## src/rtl/char_pkg.sv

```systemverilog
// Shared constants, types and helpers for the character line renderer.
package char_pkg;

    localparam int GLYPH_W = 8;
    localparam int GLYPH_H = 16;
    localparam int CODE_W  = 2;
    localparam int ROW_W   = 4;
    localparam int BIT_W   = 3;
    localparam int ADDR_W  = CODE_W + ROW_W;
    localparam int RGB_W   = 3;

    localparam logic [RGB_W-1:0] RGB_BLACK = 3'b000;

    // One slot of the glyph line: valid flag plus glyph code.
    typedef struct packed {
        logic              valid;
        logic [CODE_W-1:0] code;
    } entry_t;

    // Character ROM address: glyph code in the upper bits, glyph row below.
    function automatic logic [ADDR_W-1:0] rom_addr_pack(
        input logic [CODE_W-1:0] code,
        input logic [ROW_W-1:0]  row
    );
        return {code, row};
    endfunction

endpackage

```

## src/rtl/char_line_renderer_if.sv

```systemverilog
// Character ROM interface: the renderer drives address/enable, the ROM returns a row.
interface char_line_renderer_if;
    import char_pkg::*;

    logic              rom_en;
    logic [ADDR_W-1:0] rom_addr;
    logic [GLYPH_W-1:0] rom_data;

    modport master (output rom_en, output rom_addr, input rom_data);
    modport slave  (input rom_en, input rom_addr, output rom_data);

endinterface

```

## src/rtl/char_line_buf.sv

```systemverilog
// Glyph line buffer with cursor: one command-driven write port and an
// asynchronous read port used by the render pipeline.
module char_line_buf
    import char_pkg::*;
#(
    parameter int   NCHARS = 16,
    localparam int  IDX_W  = $clog2(NCHARS),
    localparam int  CUR_W  = IDX_W + 1
) (
    input  logic              clk,
    input  logic              reset,
    input  logic              wr_en,
    input  logic [CODE_W-1:0] wr_char,
    input  logic              bksp,
    input  logic              clr,
    input  logic [IDX_W-1:0]  rd_idx,
    output entry_t            rd_entry,
    output logic [CUR_W-1:0]  cursor,
    output logic              full
);

    localparam logic [CUR_W-1:0] NCHARS_C = CUR_W'(NCHARS);

    entry_t           entries_r [NCHARS];
    logic [CUR_W-1:0] cursor_r;
    logic             full_r;
    logic [IDX_W-1:0] wr_idx_s;
    logic [IDX_W-1:0] bk_idx_s;
    logic [CUR_W-1:0] cursor_inc_s;

    // Slot addressed by the cursor and the slot just before it.
    always_comb begin
        wr_idx_s     = cursor_r[IDX_W-1:0];
        bk_idx_s     = wr_idx_s - IDX_W'(1'b1);
        cursor_inc_s = cursor_r + CUR_W'(1'b1);
    end

    // Line edits with clear over backspace over append; a full line drops writes.
    always_ff @(posedge clk) begin
        if (reset) begin
            for (int i = 0; i < NCHARS; i++) begin
                entries_r[i] <= '0;
            end
            cursor_r <= '0;
            full_r   <= 1'b0;
        end else if (clr) begin
            for (int i = 0; i < NCHARS; i++) begin
                entries_r[i].valid <= 1'b0;
            end
            cursor_r <= '0;
            full_r   <= 1'b0;
        end else if (bksp) begin
            if (cursor_r != '0) begin
                entries_r[bk_idx_s].valid <= 1'b0;
                cursor_r <= cursor_r - CUR_W'(1'b1);
                full_r   <= 1'b0;
            end else begin
                cursor_r <= cursor_r;
                full_r   <= full_r;
            end
        end else if (wr_en) begin
            if (!full_r) begin
                entries_r[wr_idx_s].valid <= 1'b1;
                entries_r[wr_idx_s].code  <= wr_char;
                cursor_r <= cursor_inc_s;
                full_r   <= (cursor_inc_s == NCHARS_C);
            end else begin
                cursor_r <= cursor_r;
                full_r   <= full_r;
            end
        end else begin
            cursor_r <= cursor_r;
            full_r   <= full_r;
        end
    end

    assign rd_entry = entries_r[rd_idx];
    assign cursor   = cursor_r;
    assign full     = full_r;

endmodule

```

## src/rtl/char_line_renderer.sv

```systemverilog
// Text-line pixel renderer: two pix_en-gated stages turn the current
// coordinate into a glyph ROM lookup and then a serial colour pixel, with
// the syncs carried through the same stages so they stay aligned with rgb.
module char_line_renderer
    import char_pkg::*;
#(
    parameter int               NCHARS = 16,
    parameter int               X0     = 256,
    parameter int               Y0     = 232,
    parameter logic [RGB_W-1:0] FG_RGB = 3'b111,
    parameter logic [RGB_W-1:0] BG_RGB = 3'b001,
    localparam int              IDX_W  = $clog2(NCHARS),
    localparam int              CUR_W  = IDX_W + 1
) (
    input  logic                    clk,
    input  logic                    reset,
    input  logic                    pix_en,
    input  logic [9:0]              pixel_x,
    input  logic [9:0]              pixel_y,
    input  logic                    video_on,
    input  logic                    hsync_in,
    input  logic                    vsync_in,
    input  logic                    wr_en,
    input  logic [CODE_W-1:0]       wr_char,
    input  logic                    bksp,
    input  logic                    clr,
    char_line_renderer_if.master    rom,
    output logic [RGB_W-1:0]        rgb,
    output logic                    hsync_out,
    output logic                    vsync_out,
    output logic [CUR_W-1:0]        cursor,
    output logic                    full
);

    // Signed 11-bit box geometry so coordinates left of / above the box go negative.
    localparam logic signed [10:0] X0_S    = 11'(X0);
    localparam logic signed [10:0] Y0_S    = 11'(Y0);
    localparam logic signed [10:0] BOX_W_S = 11'(GLYPH_W * NCHARS);
    localparam logic signed [10:0] BOX_H_S = 11'(GLYPH_H);

    logic signed [10:0] dx_s;
    logic signed [10:0] dy_s;
    logic               in_box_s;
    logic [IDX_W-1:0]   rd_idx_s;
    entry_t             rd_entry_s;

    // Stage A registers
    logic               in_box_a_r;
    logic               vis_a_r;
    logic               lit_a_r;
    logic [CODE_W-1:0]  code_a_r;
    logic [ROW_W-1:0]   row_a_r;
    logic [BIT_W-1:0]   bit_a_r;
    logic               hs_a_r;
    logic               vs_a_r;

    // Stage B registers and their next-value logic
    logic [RGB_W-1:0]   rgb_r;
    logic               hs_b_r;
    logic               vs_b_r;
    logic [BIT_W-1:0]   px_sel_s;
    logic               px_s;
    logic [RGB_W-1:0]   rgb_next_s;

    char_line_buf #(.NCHARS(NCHARS)) u_buf (
        .clk      (clk),
        .reset    (reset),
        .wr_en    (wr_en),
        .wr_char  (wr_char),
        .bksp     (bksp),
        .clr      (clr),
        .rd_idx   (rd_idx_s),
        .rd_entry (rd_entry_s),
        .cursor   (cursor),
        .full     (full)
    );

    // Box-relative coordinate, box membership and the glyph slot under the pixel.
    always_comb begin
        dx_s     = $signed({1'b0, pixel_x}) - X0_S;
        dy_s     = $signed({1'b0, pixel_y}) - Y0_S;
        in_box_s = video_on
                   && (dx_s >= 11'sd0) && (dx_s < BOX_W_S)
                   && (dy_s >= 11'sd0) && (dy_s < BOX_H_S);
        rd_idx_s = dx_s[IDX_W+2:3];
    end

    // Stage A: capture glyph, row, bit position and visibility for the current pixel.
    always_ff @(posedge clk) begin
        if (reset) begin
            in_box_a_r <= 1'b0;
            vis_a_r    <= 1'b0;
            lit_a_r    <= 1'b0;
            code_a_r   <= '0;
            row_a_r    <= '0;
            bit_a_r    <= '0;
            hs_a_r     <= 1'b1;
            vs_a_r     <= 1'b1;
        end else if (pix_en) begin
            in_box_a_r <= in_box_s;
            vis_a_r    <= video_on;
            lit_a_r    <= in_box_s && rd_entry_s.valid;
            code_a_r   <= rd_entry_s.code;
            row_a_r    <= dy_s[ROW_W-1:0];
            bit_a_r    <= dx_s[BIT_W-1:0];
            hs_a_r     <= hsync_in;
            vs_a_r     <= vsync_in;
        end else begin
            in_box_a_r <= in_box_a_r;
            vis_a_r    <= vis_a_r;
            lit_a_r    <= lit_a_r;
            code_a_r   <= code_a_r;
            row_a_r    <= row_a_r;
            bit_a_r    <= bit_a_r;
            hs_a_r     <= hs_a_r;
            vs_a_r     <= vs_a_r;
        end
    end

    assign rom.rom_en   = lit_a_r;
    assign rom.rom_addr = rom_addr_pack(code_a_r, row_a_r);

    // Pick the glyph bit (MSB is leftmost) and map it to a colour.
    always_comb begin
        px_sel_s   = BIT_W'(GLYPH_W - 1) - bit_a_r;
        px_s       = rom.rom_data[px_sel_s] && lit_a_r;
        rgb_next_s = RGB_BLACK;
        if (!vis_a_r) begin
            rgb_next_s = RGB_BLACK;
        end else if (px_s) begin
            rgb_next_s = FG_RGB;
        end else if (in_box_a_r) begin
            rgb_next_s = BG_RGB;
        end else begin
            rgb_next_s = RGB_BLACK;
        end
    end

    // Stage B: register the output colour and the aligned syncs.
    always_ff @(posedge clk) begin
        if (reset) begin
            rgb_r  <= RGB_BLACK;
            hs_b_r <= 1'b1;
            vs_b_r <= 1'b1;
        end else if (pix_en) begin
            rgb_r  <= rgb_next_s;
            hs_b_r <= hs_a_r;
            vs_b_r <= vs_a_r;
        end else begin
            rgb_r  <= rgb_r;
            hs_b_r <= hs_b_r;
            vs_b_r <= vs_b_r;
        end
    end

    assign rgb       = rgb_r;
    assign hsync_out = hs_b_r;
    assign vsync_out = vs_b_r;

endmodule

```

## src/flat_wrapper.sv

```systemverilog
// flat-port wrapper written by rule: the top's interface ports become plain ports
module char_line_renderer_flat import char_pkg::*;
#(
    parameter int               NCHARS = 16,
    parameter int               X0     = 256,
    parameter int               Y0     = 232,
    parameter logic [RGB_W-1:0] FG_RGB = 3'b111,
    parameter logic [RGB_W-1:0] BG_RGB = 3'b001,
    localparam int              IDX_W  = $clog2(NCHARS),
    localparam int              CUR_W  = IDX_W + 1
)
  (clk, reset, pix_en, pixel_x, pixel_y, video_on, hsync_in, vsync_in, wr_en, wr_char, bksp, clr, rgb, hsync_out, vsync_out, cursor, full, rom_rom_en, rom_rom_addr, rom_rom_data);
  char_line_renderer_if rom_i ();
  input  logic clk;
  input  logic reset;
  input  logic pix_en;
  input  logic [9:0] pixel_x;
  input  logic [9:0] pixel_y;
  input  logic video_on;
  input  logic hsync_in;
  input  logic vsync_in;
  input  logic wr_en;
  input  logic [CODE_W-1:0] wr_char;
  input  logic bksp;
  input  logic clr;
  output logic [RGB_W-1:0] rgb;
  output logic hsync_out;
  output logic vsync_out;
  output logic [CUR_W-1:0] cursor;
  output logic full;
  output wire logic [$bits(rom_i.rom_en)-1:0] rom_rom_en;
  output wire logic [$bits(rom_i.rom_addr)-1:0] rom_rom_addr;
  input wire logic [$bits(rom_i.rom_data)-1:0] rom_rom_data;
  assign rom_rom_en = rom_i.rom_en;
  assign rom_rom_addr = rom_i.rom_addr;
  assign rom_i.rom_data = rom_rom_data;
  char_line_renderer #(.NCHARS(NCHARS), .X0(X0), .Y0(Y0), .FG_RGB(FG_RGB), .BG_RGB(BG_RGB)) u_core (.clk(clk), .reset(reset), .pix_en(pix_en), .pixel_x(pixel_x), .pixel_y(pixel_y), .video_on(video_on), .hsync_in(hsync_in), .vsync_in(vsync_in), .wr_en(wr_en), .wr_char(wr_char), .bksp(bksp), .clr(clr), .rom(rom_i), .rgb(rgb), .hsync_out(hsync_out), .vsync_out(vsync_out), .cursor(cursor), .full(full));
endmodule
```

## config.mk

```make
export PLATFORM = sky130hd
export DESIGN_NAME = char_line_renderer_flat
export DESIGN_NICKNAME = d
export VERILOG_FILES = /design/src/rtl/char_pkg.sv /design/src/rtl/char_line_renderer_if.sv /design/src/rtl/char_line_buf.sv /design/src/rtl/char_line_renderer.sv /design/src/flat_wrapper.sv
export SDC_FILE = /design/constraint.sdc
export NUM_CORES = 1
export LEC_CHECK = 0
export ABC_AREA = 0
export BUFFER_PORTS_ARGS = -buffer_cell sky130_fd_sc_hd__buf_2
export CAP_MARGIN = 20
export CORE_ASPECT_RATIO = 2
export CORE_UTILIZATION = 50
export DETAILED_ROUTE_END_ITERATION = 10
export PLACE_DENSITY = 0.71
export SLEW_MARGIN = 20
export SYNTH_ARGS = -nofsm -noshare
export SYNTH_HDL_FRONTEND = slang
export SYNTH_SLANG_ARGS = --single-unit
export TNS_END_PERCENT = 10
```

## constraint.sdc

```tcl
create_clock -name clk -period 2.3 [get_ports clk]
set_clock_uncertainty 0.05 [all_clocks]
set_input_delay 0.345 -clock clk [delete_from_list [all_inputs] [get_ports clk]]
set_output_delay 0.345 -clock clk [all_outputs]
set_load 0.005 [all_outputs]
```

==> out/qor.yml <==
placed_cells: 496
cp_max_fo: 4
die_h_um: 128.1
clkSinkCount: 72
crit_slowest_cell: "a2111oi_0"
std_cell_rows: 45
grt_pass1_wl_um: 15080
insertion_delay_ns: 0.33
synth_compound_area_frac: 0.1061
syn_avg_cell_area_sq_um: 11.35
final_util: 0.6173
power.total_uw: 3519
synth_edf_count: 48
syn_area_sq_um: 3974
worstSetupStartpointType: "flop"
ant_nets: 0
layout_common_cells: "buf_2, edfxtp_1, nor2_1, dfxtp_1"
async_flop_share: 0
numCtsBuffers: 9
cts_tree: "built"
die_w_um: 65.04
status: "completed"
startpoint: "u_core.u_buf.cursor[0]"
hpwl_um: 7253
drive_gt1_frac: 0.3636
synth_top_family_by_area: "simple AND/OR/NAND/NOR gates"
grt_overflow: 0
grt_usage: 0.2481
critPathMaxStageDelay_ns: 0.42
cts.clk_slew.worst_paths_ns: 0.06
min_from: "vsync_in"
io_pins: 57
synth-xor-area-share: 0.01322
crit_arrival_ns: 2.05
detail_route.vias_per_cell: 5.844
synthesis.nets: 395
syn_inst: 350
final_nets: 458
min_path_type: "in2reg"
timing.setup.tns_ns: 0
synth_seq_cells: 72
maxSlewViolCount: 0
setup_violations: 0
final-instance-count-excl-fill: 512
grt_max_degree: 36
worstSetupEndpointType: "flop"
cts_hold_buf: 0
path_cells: "inv_1 -> buf_4 -> ha_1 -> a2111oi_0 -> mux2_2 -> a21oi_2 -> a21oi_1"
period_needed_ns: 2.067
drc: 0
synth_cell_types: 58
cts_setup_buffers: 0
timing.final.crit_share: 0.8988
yosysWarningCount: 0
routed_wl_um: 9483
cp.required_ns: 2.28
critPathKind: "reg2reg"
r2r-start: "u_core.u_buf.cursor[0]"
antenna_cells: 0
port_buffers: 56
vias: 2992
fmax_mhz: 483.7
cts_root_buffer: "clkbuf_16"
p_clk_frac: 0.462
switching_share: 0.2288
ys_seq_area_frac: 0.4836
area_delta_synth_final_pct: 18.95
h-tree-depth: 3
cts-resized-gates: 0
synth_mux_area_frac: 0.1115
fin_ws_ns: 0.2327
ir_drop_uv: 474.0
pre_cts_ws_ns: 0.1820
drt_pass1_iterations: 4
cell_internal_pwr_uw: 2714
antenna_found_initial: 0
dieArea_sq_um: 8330
start_util: 0.5190
powerDensity_nw_per_um2: 744.5
slew_headroom: 0.6361
gp_congestion: 0.9904
grt_setup_unrepaired: "no"
drt_iter0_drc: 113
fill_cells: 646
p_comb_frac: 0.122
wl_per_cell_um: 18.52
synthSimpleGateAreaFrac: 0.2273
max-cap-violations: 0
grt_pass1_vias: 3098
pwr-share-seq: 0.416
p_leak_uw: 0.001919
p_switching_uw: 805.1
timing.final.hold_violations: 0
synth_flop_cell: "edfxtp_1"
core_sq_um: 7657
worstMarginPinSlew_ns: 0.5321
synth_fa_ha_area_frac: 0.01889
cts_buffer_depth: 2
final_common_cell: "buf_2"
-- path summary, 6_finish.rpt --
path | end | cells after the start | slack (ns)
max | u_core.u_buf.entries_r[11][2] | 7 | 0.23
min | u_core.vs_a_r | 2 | 0.17
max reg2reg | u_core.u_buf.entries_r[11][2] | 7 | 0.23
min reg2reg | u_core.hsync_out | 1 | 0.42
-- flip-flops by register name, indices dropped and copies added (netlist names) --
name	cells
u_core.hs_a_r	1
u_core.bit_a_r	3
u_core.rom.rom_en	1
u_core.vsync_out	1
u_core.u_buf.entries_r	48
u_core.u_buf.cursor	5
u_core.vs_a_r	1
u_core.hsync_out	1
u_core.u_buf.full	1
u_core.code_a_r	2
u_core.rgb	2
u_core.in_box_a_r	1
u_core.vis_a_r	1
u_core.row_a_r	4
-- power by group through the flow --
stage	registers, uW	clock network [uW]	logic [uW]
after floorplan	1480	0	294
after global placement	1490	0	415
after detailed placement	1490	0	428
after CTS	1460	1630	432
after global routing	1470	1690	469
final	1460	1620	431
-- layout make-up --
class / instances / area [sq um] / area share
clock buffers: 11 / 242.7 / 0.05135
clock inverters: 5 / 103.9 / 0.02197
inverters: 8 / 30.03 / 0.006353
multi-input cells: 248 / 1896 / 0.4010
flip-flops and latches: 72 / 1922 / 0.4066
well taps: 94 / 117.6 / 0.02488
repair buffers: 74 / 415.4 / 0.08788
-- routing by layer --
layer  vias to the layer above  share of wire  global-route usage
met3                        34          0.046             0.04537
met1                      1424           0.34              0.2267
li1                       1416              -                   -
met5                         -              0                   0
met2                       118           0.55              0.4749
met4                         0          0.057              0.1611
-- critical path, delay by kind of cell, from the launching register on --
kind,cells,cell delay (ns)
buffers and inverters,2,0.21
muxes,1,0.27
DFF,1,0.33
AOI/OAI and AO/OA,3,0.69
adders and majority gates,1,0.21
-- logic make-up after synthesis --
kind of cell	after synthesis
simple gates	148
mux	26
flops	72
compound gates	62
buf+inv	30
xor+xnor	6
fa+ha+maj	6
-- cell usage after synthesis (7+ instances only) --
cell type / count / share of area
nor2b_1: 10 / 0.016
and2_1: 15 / 0.024
or2_2: 12 / 0.019
dfxtp_1: 24 / 0.12
nor2_1: 30 / 0.028
mux2i_1: 9 / 0.023
clkbuf_1: 9 / 0.0085
edfxtp_1: 48 / 0.36
mux4_2: 13 / 0.074
and3_1: 18 / 0.028
o21ai_1: 8 / 0.010
o21ai_0: 9 / 0.011
a21oi_2: 7 / 0.015
nor3_2: 7 / 0.018
inv_1: 8 / 0.0076
nand2_1: 11 / 0.010
a21oi_1: 18 / 0.023
-- stage by stage --
step | hold WS (ns) | cell area [sq um]
finish | 0.1709 | 4727
detailed placement | 0.3971 | 4380
global placement | 0.3842 | 4380
CTS | 0.1679 | 4727
floorplan | 0.3773 | 3974
global route | 0.1764 | 4727
(Power assumes the default switching activity.)
